--- config.mk ---
export PLATFORM = sky130hd
export DESIGN_NAME = fetch_queue
export DESIGN_NICKNAME = d
export VERILOG_FILES = /design/src/rtl/fetch_queue.sv
export SDC_FILE = /design/constraint.sdc
export NUM_CORES = 1
export LEC_CHECK = 0
export CAP_MARGIN = 40
export CORE_UTILIZATION = 55
export DETAILED_ROUTE_END_ITERATION = 8
export PLACE_DENSITY = 0.8
export SYNTH_ARGS = -nofsm -noshare
export SYNTH_HDL_FRONTEND = slang
export SYNTH_SLANG_ARGS = --single-unit
--- constraint.sdc ---
create_clock -name clk -period 19.4 [get_ports clk]
set_input_delay 3.88 -clock clk [delete_from_list [all_inputs] [get_ports clk]]
set_output_delay 3.88 -clock clk [all_outputs]
set_load 0.01 [all_outputs]
--- src/rtl/fetch_queue.sv ---
`default_nettype none
//==============================================================================
// Module      : fetch_queue
// Description : Fetch stage. It owns the PC and issues one icache read per
//               cycle into a DEPTH-entry FIFO of {instr, index} entries that
//               feeds Decode over a valid/ready handshake.
// Revision    : 1.0 - initial release
//==============================================================================
module fetch_queue #(
    parameter int                INSTR_W     = 16,
    parameter int                ADDR_W      = 32,
    parameter int                DEPTH       = 4,
    parameter logic [ADDR_W-1:0] RESET_INDEX = '0
) (
    input  logic                       clk,
    input  logic                       reset,
    input  logic                       enable,
    output logic                       mem_req,
    output logic [ADDR_W-1:0]          mem_index,
    input  logic [INSTR_W-1:0]         mem_data,
    input  logic                       redirect,
    input  logic [ADDR_W-1:0]          redirect_index,
    input  logic [ADDR_W-1:0]          redirect_delta,
    output logic                       out_valid,
    input  logic                       out_ready,
    output logic [INSTR_W-1:0]         out_instr,
    output logic [ADDR_W-1:0]          out_index,
    output logic [$clog2(DEPTH+1)-1:0] level
);

    localparam int                 c_ptr_w = $clog2(DEPTH);
    localparam int                 c_lvl_w = $clog2(DEPTH+1);
    localparam logic [c_lvl_w:0]   c_depth = (c_lvl_w+1)'(DEPTH);

    logic [ADDR_W-1:0]  r_pc;
    logic               r_inflight;
    logic [ADDR_W-1:0]  r_inflight_index;
    logic [INSTR_W-1:0] r_instr_mem [DEPTH];
    logic [ADDR_W-1:0]  r_index_mem [DEPTH];
    logic [c_ptr_w-1:0] r_head;
    logic [c_ptr_w-1:0] r_tail;
    logic [c_lvl_w-1:0] r_level;

    logic               w_pop;
    logic               w_push;
    logic [c_lvl_w:0]   w_occupancy;

    // Occupancy counts the read in flight so a push can never hit a full queue.
    assign w_pop       = out_valid & out_ready;
    assign w_push      = r_inflight & ~redirect;
    assign w_occupancy = {1'b0, r_level} + (c_lvl_w+1)'(r_inflight)
                         - (c_lvl_w+1)'(w_pop);

    // Reset gates the strobe directly so it drops between edges as well.
    assign mem_req   = enable & ~redirect & ~reset & (w_occupancy < c_depth);
    assign mem_index = r_pc;
    assign out_valid = (r_level != '0) & ~redirect;
    assign out_instr = r_instr_mem[r_head];
    assign out_index = r_index_mem[r_head];
    assign level     = r_level;

    always_ff @(posedge clk or posedge reset) begin
        if (reset) begin
            r_pc             <= RESET_INDEX;
            r_inflight       <= 1'b0;
            r_inflight_index <= '0;
            r_head           <= '0;
            r_tail           <= '0;
            r_level          <= '0;
            for (int i = 0; i < DEPTH; i++) begin
                r_instr_mem[i] <= '0;
                r_index_mem[i] <= '0;
            end
        end else if (redirect) begin
            // Flush drops both any pop and the response landing this cycle.
            r_pc       <= redirect_index + redirect_delta;
            r_inflight <= 1'b0;
            r_head     <= '0;
            r_tail     <= '0;
            r_level    <= '0;
        end else begin
            r_inflight <= mem_req;
            if (mem_req) begin
                r_pc             <= r_pc + ADDR_W'(1);
                r_inflight_index <= r_pc;
            end
            if (w_push) begin
                r_instr_mem[r_tail] <= mem_data;
                r_index_mem[r_tail] <= r_inflight_index;
                r_tail              <= r_tail + c_ptr_w'(1);
            end
            if (w_pop) begin
                r_head <= r_head + c_ptr_w'(1);
            end
            r_level <= r_level + c_lvl_w'(w_push) - c_lvl_w'(w_pop);
        end
    end

endmodule
`default_nettype wire
After elaboration in Yosys (flattened, before gate mapping)
Cells that the tools add are included.
{"block": "word_totals", "register_bits": 264, "latchBits": 0, "ramBits": 0, "romBits": 0, "in_bits": 85, "output_inout_bits": 85, "wordCells": 63, "memories": 0}
{"block": "op_classes", "n_addsub": 8, "multipliers": 0, "div_mod_pow": 0, "order_cmp": 4, "n_eq_ne": 0, "shift": 0, "n_mux": 20, "bitwise": 10, "reduce_logical": 7}
{"op": "$mux W32", "count": 5}
{"op": "$bwmux W128", "count": 1}
{"op": "$bmux W32 S2", "count": 1}
{"op": "$bwmux W64", "count": 1}
{"op": "$demux W32 S2", "count": 1}
{"op": "$mux W16", "count": 3}
{"op": "$add A32 B1 Y32 const B", "count": 1}
{"op": "$add A32 B32 Y32", "count": 1}
{"op": "$bmux W16 S2", "count": 1}
{"op": "$demux W16 S2", "count": 1}
{"op": "$mux W2", "count": 4}
{"op": "$and A1 B1 Y1", "count": 6}
{"op": "$ge A3 B3 Y1 const B", "count": 2}
{"op": "$not A2 Y3", "count": 2}
{"op": "$reduce_bool A2 Y1", "count": 3}
{"op": "$add A2 B1 Y2 const B", "count": 2}
{"op": "$add A3 B1 Y4", "count": 1}
{"op": "$lt A4 B3 Y1 const B", "count": 1}
{"op": "$reduce_and A2 Y1", "count": 2}
{"op": "$sub A4 B1 Y4", "count": 1}
{"op": "$add A3 B1 Y3", "count": 1}
{"op": "$lt A3 B1 Y1 const B", "count": 1}
{"op": "$mux W3", "count": 1}
{"op": "$reduce_bool A3 Y1", "count": 1}
{"op": "other kinds (4)", "count": 5}

Depth between registers and ports, before layout
Gate-level depths: netlist of the first run.
{"block": "depth", "ltp_word": 8, "ltp_mapped": 15, "mapped_depth_nobuf": 14}

Worst setup path before layout of the first run
No wires, ideal clock.
{"block": "synth_path", "kind": "input to output", "from": "in redirect", "to": "out mem_req", "arrival_time_ps": 6250, "required_time_ps": 15520, "setup_slack_ps": 9270, "cell_stages": 12, "path_buffers": 4, "cell_sequence": "clkbuf_1 > clkbuf_1 > buf_1 > nor2_1 > ha_1 > inv_1 > ha_1 > and3b_1 > o2111a_1 > nor2_2 > inv_2 > buf_2"}
{"block": "synth_via", "elab_chain_len": 6, "elab_cells_between_ends": 8, "classes_between": "1 x add/sub; 1 x order compare; 6 x bitwise"}
{"element": "start, declared", "line_no": "21", "source": "input logic redirect,"}
{"element": "$not A1 Y1 (no source line) (*)"}
{"element": "$and A1 B1 Y1", "line_no": "57", "source": "assign out_valid = (r_level != '0) & ~redirect;"}
{"element": "$and A1 B1 Y1", "line_no": "49", "source": "assign w_pop = out_valid & out_ready;"}
{"element": "$sub A4 B1 Y4", "line_no": "52", "source": "- (c_lvl_w+1)'(w_pop);"}
{"element": "$lt A4 B3 Y1", "line_no": "55", "source": "assign mem_req = enable & ~redirect & ~reset & (w_occupancy < c_depth);"}
{"element": "$and A1 B1 Y1 (*)", "line_no": "55"}
{"element": "end, declared", "line_no": "18", "source": "output logic mem_req,"}
Every way passes the cells marked *; elsewhere a longest branch is shown, timed or not.

Worst setup path in the final report of the first run
{"block": "layout_path", "from": "in out_ready", "to": "out mem_req"}
{"block": "layout_via", "elab_chain_len": 4}
{"element": "start, declared", "line_no": "25", "source": "input logic out_ready,"}
{"element": "$and A1 B1 Y1", "line_no": "49"}
{"element": "$sub A4 B1 Y4", "line_no": "52"}
{"element": "$lt A4 B3 Y1", "line_no": "55"}
{"element": "$and A1 B1 Y1", "line_no": "55"}
Every way passes these cells.

==> summary.md, run 1 <==
| Metric | Value |
|---|---|
| Crit path kind | `in -> out` |
| Final nets | `1,329` |
| Max_cap viols | `0` |
| Clk_lat worst skew | `0.52 ns` |
| DRT iter0 DRCs | `between 500 and 600` |
| # diodes | `0` |
| Dpl hpwl | `slightly below 20,000 microns` |
| Largest net degree at the start of global routing | `117` |
| Postcts setup bufs | `0` |
| CTS Buf Count | `26` |
| Area share of the largest cell type after synthesis | `48.8%` |
| Worst path bufs/invs | `4` |
| Fin. max-slew vios | `0` |
| 1st-pass router iterations | `5` |
| Leak | `7.35 nW` |
| Layout Cells excl Fill | `roughly 1.5k` |
| Area leader, netlist | `dfrtp_1` |
| Main combinational cell family by area after synthesis | `multiplexers` |
| Clk sink count | `~260` |
| Row count | `57` |
| Post-synth top cells | `dfrtp_1 (264), mux2_2 (220), nand2_1 (52), mux4_2 (48), nor2_1 (43)` |
| Vias in the first global route | `slightly above 9k` |
| RSZ-0062 raised after global routing | `false` |
| Most used DFF post-synth | `dfrtp_1` |
| Setup Skew | `0.00581 ns` |
| Sequential area share after synthesis | `48.8%` |
| CTS root buf | `clkbuf_16` |
| Arr. time, crit path | `between 6 and 7 ns` |
| CTS max path bufs | `3` |
| Worst path required time | `15.52 ns` |
| Post-Syn Nets | `between 1k and 1.5k` |
| Final wirelength | `29,000 microns` |
| Synth cell types | `69` |
| Synth Area in XOR/XNOR | `3.50%` |
| Setup violations, final | `0` |
| Max incr delay on CP | `0.56 ns` |
| Post-cts resize count | `0` |
| Via/cell ratio | `~6` |
| Port bufs | `169` |
| Die Area | `25,200 sq um` |
| Final routed DRC violation total | `0` |
| Worst path slowest cell | `nor2_2` |
| Hold/Removal Path Class | `reg -> reg` |
| Simple-Gate Fraction of Synth Area | `7.34%` |
| Fmax | `about 93 MHz` |
| Synth Area in Adders | `4.09%` |
| Area contributors post-synth | `dfrtp_1 (49%), mux2_2 (18%), mux4_2 (8.0%)` |
| Top-count cell post-synth | `dfrtp_1` |
| Crit Path Max Fanout | `16` |
| Post-layout min period | `10.75 ns` |
| Syn Inst Count | `1,045` |
| Vias post-DR | `about 9k` |
| Final Core Density | `between 60% and 70%` |
| Slew headroom | `44.3%` |
| Pwr Density | `118 nW/um^2` |
| Fin. Hold Viols | `0` |
| Syn Area/Cell | `12.9 sq um` |
| CTS Hold Bufs | `0` |
| CTS tree | `done` |
| Compound-Gate Fraction of Synth Area | `6.71%` |
| Register bit total from synthesis | `264` |
| Starting Density | `55.8%` |
| Post-synth EDFFs | `0` |
| Multiplexer share of the synthesized area | `27.3%` |
| Post-Syn Area | `roughly 14,000 sq um` |
| Area of the multi-input gates | `6630 sq um` |
| FFs w/ async S/R, synth | `100%` |
| Least-Margin Pin Slew | `0.836 ns` |
| Detail Route Antenna Nets | `0` |
| Top delay family on crit path | `buffers and inverters` |
| Yosys warns | `0` |
| Setup TNS | `0 ns` |
| Reg area | `6610 sq um` |
| Die Y-Extent | `159 microns` |
| Cell Chain, Critical Path | `clkdlybuf4s50_1, nand2b_1, nor2_1, ha_1, inv_1, ha_1, and3b_1, o2111a_1, nor2_2, inv_2, clkdlybuf4s50_1` |
| Worst VDD drop | `0.0722 mV` |
| Max H-tree Level | `1` |
| Grt total ovfl | `0` |
| Placeable Area | `24,200 sq um` |
| Share of cells above drive strength 1 | `just under 30%` |
| CP endpoint kind | `primary output` |
| # IOs | `170` |
| Routed wire per std cell | `~19 microns` |
| Die width | `159 microns` |
| Placed Cells | `around 1.5k` |
| Placement Cell Area | `~16,000 sq um` |
| Status | `completed` |
| First-pass GRT wire length | `48,500 microns` |
| Fill cell count | `1,775` |
| Final Cycle Share | `between 50 and 60%` |
| Placer Congestion | `0.843` |
| Initial antenna violation count | `0` |
| Launching element type of the critical path | `primary input` |
| Gr usage total | `23.7%` |
| CTS clock-pin slew for the worst setup and hold paths | `approximately 0.06 ns` |
| Fin area | `16,500 sq um` |
| Area growth syn-to-layout | `21.6%` |
-- through the flow --
| stage | hold slack, ns | setup slack (ns) | total power (W) |
|---|---|---|---|
| after floorplan | 0.474 | 8.25 | 0.00115 |
| after global placement | 0.481 | 8.71 | 0.00141 |
| after detailed placement | 0.487 | 8.67 | 0.00144 |
| after CTS | 0.502 | 8.66 | 0.00195 |
| after global routing | 0.515 | 8.50 | 0.00203 |
| final | 0.501 | 8.65 | 0.00194 |
-- state kept, by name, summed over array words and instances (netlist names) --
| register | count |
|---|---|
| r_index_mem | 128 |
| r_instr_mem | 64 |
| mem_index | 32 |
| r_inflight_index | 32 |
| level | 3 |
| r_head | 2 |
| r_tail | 2 |
| r_inflight | 1 |
-- area by class of cell --
cell class	count	area share (%)
sequential	264	40.2
clock buffer	36	4.68
clock inverter	12	0.707
timing repair buffer	182	11.1
tap	324	2.46
multi-input combinational	702	40.3
inverter	25	0.616
-- logic make-up after synthesis --
logic type / after synthesis
AOI/OAI and AO/OA: 135
muxes: 281
DFF: 264
buffers and inverters: 79
and+or+nand+nor: 189
xor gates and xnor gates: 54
adders and majority gates: 43
-- cell usage in the layout, fill, tap and decap left out, types with 13 or more instances in the layout --
cell / count
nand4_1: 16
ha_1: 41
dfrtp_1: 262
xor2_1: 21
inv_1: 22
xnor2_1: 33
mux4_2: 48
nand2_1: 48
a21oi_1: 27
o21ai_0: 37
mux2i_1: 13
mux2_2: 220
nor2_1: 43
clkbuf_16: 27
clkdlybuf4s50_1: 168
nand3_1: 15
-- final timing paths --
check                                             from                           to  slack (ns)  cells past startpoint
setup / recovery                             out_ready                      mem_req        8.65                     11
hold / removal             r_index_mem[67]$_DFFE_PP0P_  r_index_mem[67]$_DFFE_PP0P_        0.50                      1
setup reg to reg                    level[1]$_DFF_PP0_    mem_index[31]$_DFFE_PP0P_       15.62                     15
hold reg to reg            r_index_mem[67]$_DFFE_PP0P_  r_index_mem[67]$_DFFE_PP0P_        0.50                      1
max in group asynchronous                        reset  r_instr_mem[40]$_DFFE_PP0P_       14.08                      4
min in group asynchronous                        reset    mem_index[14]$_DFFE_PP0P_        3.72                      2
-- power by group --
group / leakage, nW / total [W] / internal (W) / switching [W]
clock: 0.443 / 0.000509 / 0.000304 / 0.000206
combinational: 3.43 / 0.000618 / 0.000373 / 0.000245
sequential: 3.47 / 0.000810 / 0.000679 / 0.000132
-- routing by layer --
layer	track usage, %	vias to the layer above	wire length, microns
met5	0	-	0
met4	5.81	0	542
met3	3.55	43	1400
met2	40.5	210	14300
met1	31.7	4585	12800
li1	-	4188	-
Power figures use the tool's default switching activity.
==> run 2: changes to the inputs <==
==> constraint.sdc (replaced) <==
create_clock -name clk -period 10.02 [get_ports clk]
set_input_delay 2.004 -clock clk [delete_from_list [all_inputs] [get_ports clk]]
set_output_delay 2.004 -clock clk [all_outputs]
set_load 0.01 [all_outputs]
==> run 2 against run 1 <==
Worst hold slack barely moved; register-to-register slack worse by 9.4 ns; total power increased by 90%; core utilization is 0.56 points lower; sequential power grew 93%; die area unchanged; first-iteration DRC count grew 5.9%; critical path type unchanged.
==> summary.md, run 2 (same netlist as run 1, synthesis figures left out) <==
| Metric | Value |
|---|---|
| Arr. time, crit path | `5.39 ns (-1.48 ns)` |
| CTS Buf Count | `26 (unchanged)` |
| Least-Margin Pin Slew | `0.964 ns (+0.128 ns)` |
| Die width | `159 microns (unchanged)` |
| Final Cycle Share | `73.8%` |
| Postcts setup bufs | `0 (unchanged)` |
| Area growth syn-to-layout | `20.6%` |
| Reg2reg start | `level[1]$_DFF_PP0_` |
| Hold Path Stages | `1 (unchanged)` |
| Launching element type of the critical path | `primary input` |
| Placer Congestion | `0.861 (+2.2%)` |
| Commonest non-fill, non-tap cell in the layout | `dfrtp_1` |
| Tot Pwr | `0.00368 W (+90%)` |
| Pwr Density | `226 nW/um^2 (+92%)` |
| Fmax | `135 MHz` |
| Max_cap viols | `0 (unchanged)` |
| Final wirelength | `28,800 microns (-0.86%)` |
| Crit path kind | `in -> out` |
| CTS max path bufs | `3 (unchanged)` |
| Dpl hpwl | `19,100 microns (-2.8%)` |
| Final routed DRC violation total | `0 (unchanged)` |
| R2R depth | `14 (-1)` |
| # IOs | `170 (unchanged)` |
| Largest net degree at the start of global routing | `177 (+51%)` |
| CP endpoint | `mem_req` |
| First-pass GRT wire length | `48,100 microns (-0.80%)` |
| CTS Hold Bufs | `0 (unchanged)` |
| Setup violations, final | `0 (unchanged)` |
| Most flops, register | `r_index_mem` |
| Vias post-DR | `8,933 (-1.0%)` |
| 1st-pass router iterations | `5 (unchanged)` |
| Grt total ovfl | `0 (unchanged)` |
| Setup Skew | `0.0107 ns (+0.00487 ns)` |
| Post-layout min period | `7.40 ns` |
| Biggest regs | `r_index_mem x128, r_instr_mem x64` |
| DRT iter0 DRCs | `536 (+5.9%)` |
| Worst VDD drop | `0.133 mV (+85%)` |
| Detail Route Antenna Nets | `0 (unchanged)` |
| Clk sink count | `264 (unchanged)` |
| Post-cts resize count | `0 (unchanged)` |
| Hold_ws | `0.501 ns (+0.0000910 ns)` |
| Most frequent cells in the layout | `dfrtp_1 (262), mux2_2 (220), clkdlybuf4s50_1 (168)` |
| FF-to-FF End | `mem_index[21]$_DFFE_PP0P_` |
| Routed wire per std cell | `18.7 microns (-0.41%)` |
| Final nets | `1,325 (-0.30%)` |
| Leak | `7.27 nW (-0.99%)` |
| Die Area | `25,200 sq um (unchanged)` |
| R2R Setup Slk | `6.24 ns (-9.38 ns)` |
| Setup TNS | `0 ns (unchanged)` |
| Crit Path Max Fanout | `33 (+17)` |
| Vias in the first global route | `9,272 (-0.65%)` |
| Via/cell ratio | `5.81 (-0.58%)` |
| # diodes | `0 (unchanged)` |
| Share of cells above drive strength 1 | `28.3% (-0.82 points)` |
| Initial antenna violation count | `0 (unchanged)` |
| Fin. Hold Viols | `0 (unchanged)` |
| Number of flip-flops in the largest register | `128 (unchanged)` |
| Worst path required time | `8.02 ns (-7.50 ns)` |
| Pre-CTS setup slack | `2.65 ns (-6.02 ns)` |
| Max H-tree Level | `1 (unchanged)` |
| CTS root buf | `clkbuf_16` |
| CTS clock-pin slew for the worst setup and hold paths | `0.06 ns (about the same)` |
| Row count | `57 (unchanged)` |
| Gr usage total | `23.5% (-0.15 points)` |
| Status | `completed` |
| CTS tree | `done` |
| Hold/Removal Path Class | `reg -> reg` |
| Critical Path Start | `out_ready` |
| Final Core Density | `67.3% (-0.56 points)` |
| Clk_lat worst skew | `0.52 ns (about the same)` |
| Final WS setup | `2.62 ns (-6.03 ns)` |
| Port bufs | `169 (unchanged)` |
| Die Y-Extent | `159 microns (unchanged)` |
| Fin. max-slew vios | `0 (unchanged)` |
| Placeable Area | `24,200 sq um (unchanged)` |
| RSZ-0062 raised after global routing | `false` |
| Starting Density | `55.8% (unchanged)` |
| Slew headroom | `35.8% (-8.5 points)` |
| CP endpoint kind | `primary output` |
run 2: changes by cell type in the layout (fill, tap and decap cells not counted), sizes merged:
cell	change
buf	-4
clkinvlp	-1
bufinv	-1
clkbuf	+2
clkinv	-3
run 2: how the worst min path moves through the flow:
stage                                   end                         start
5_1_grt         r_index_mem[11]$_DFFE_PP0P_   r_index_mem[11]$_DFFE_PP0P_
3_3_place_gp    r_index_mem[69]$_DFFE_PP0P_   r_index_mem[69]$_DFFE_PP0P_
2_1_floorplan   r_index_mem[48]$_DFFE_PP0P_   r_index_mem[48]$_DFFE_PP0P_
3_5_place_dp   r_index_mem[101]$_DFFE_PP0P_  r_index_mem[101]$_DFFE_PP0P_
6_report        r_index_mem[23]$_DFFE_PP0P_   r_index_mem[23]$_DFFE_PP0P_
4_1_cts         r_index_mem[49]$_DFFE_PP0P_   r_index_mem[49]$_DFFE_PP0P_
run 2: per-stage QoR:
| stage | cells | area, sq um |
|---|---|---|
| 5_1_grt | 1538 | 16300 |
| 3_3_place_gp | 1492 | 15500 |
| 4_1_cts | 1538 | 16300 |
| 6_report | 1538 | 16300 |
| 3_5_place_dp | 1493 | 15500 |
| 2_1_floorplan | 1045 | 13500 |
run 2: per-layer routing:
metal | global-route usage [%] | up-vias | wire length, microns
met4 | 4.68 | 0 | 428
met3 | 3.45 | 36 | 1450
met2 | 39.9 | 231 | 14000
met1 | 32.3 | 4500 | 12900
li1 | - | 4166 | -
met5 | 0 | - | 0
run 2: area by class of cell:
type / instances / area, sq um
Inverter: 25 / 101
Clock inverter: 7 / 60.1
Timing Repair Buffer: 178 / 1770
Fill cell: 1790 / 7930
Multi-Input combinational cell: 702 / 6630
Clock buffer: 38 / 747
Tap cell: 324 / 405
Sequential cell: 264 / 6610
run 2: where the power goes:
| part | switching (W) | internal (W) | leakage, nW |
|---|---|---|---|
| Clock | 0.000383 | 0.000539 | 0.401 |
| Sequential | 0.000248 | 0.00131 | 3.47 |
| Combinational | 0.000476 | 0.000720 | 3.40 |
run 2: critical path, stage by stage:
cell             delay [ns]
clkdlybuf4s50_1        0.52
nand2b_1               0.10
nor2_1                 0.17
ha_1                   0.18
inv_1                  0.04
ha_1                   0.26
and3b_1                0.23
o2111a_1               0.26
nor2_2                 0.54
inv_2                  0.48
clkdlybuf4s50_1        0.60
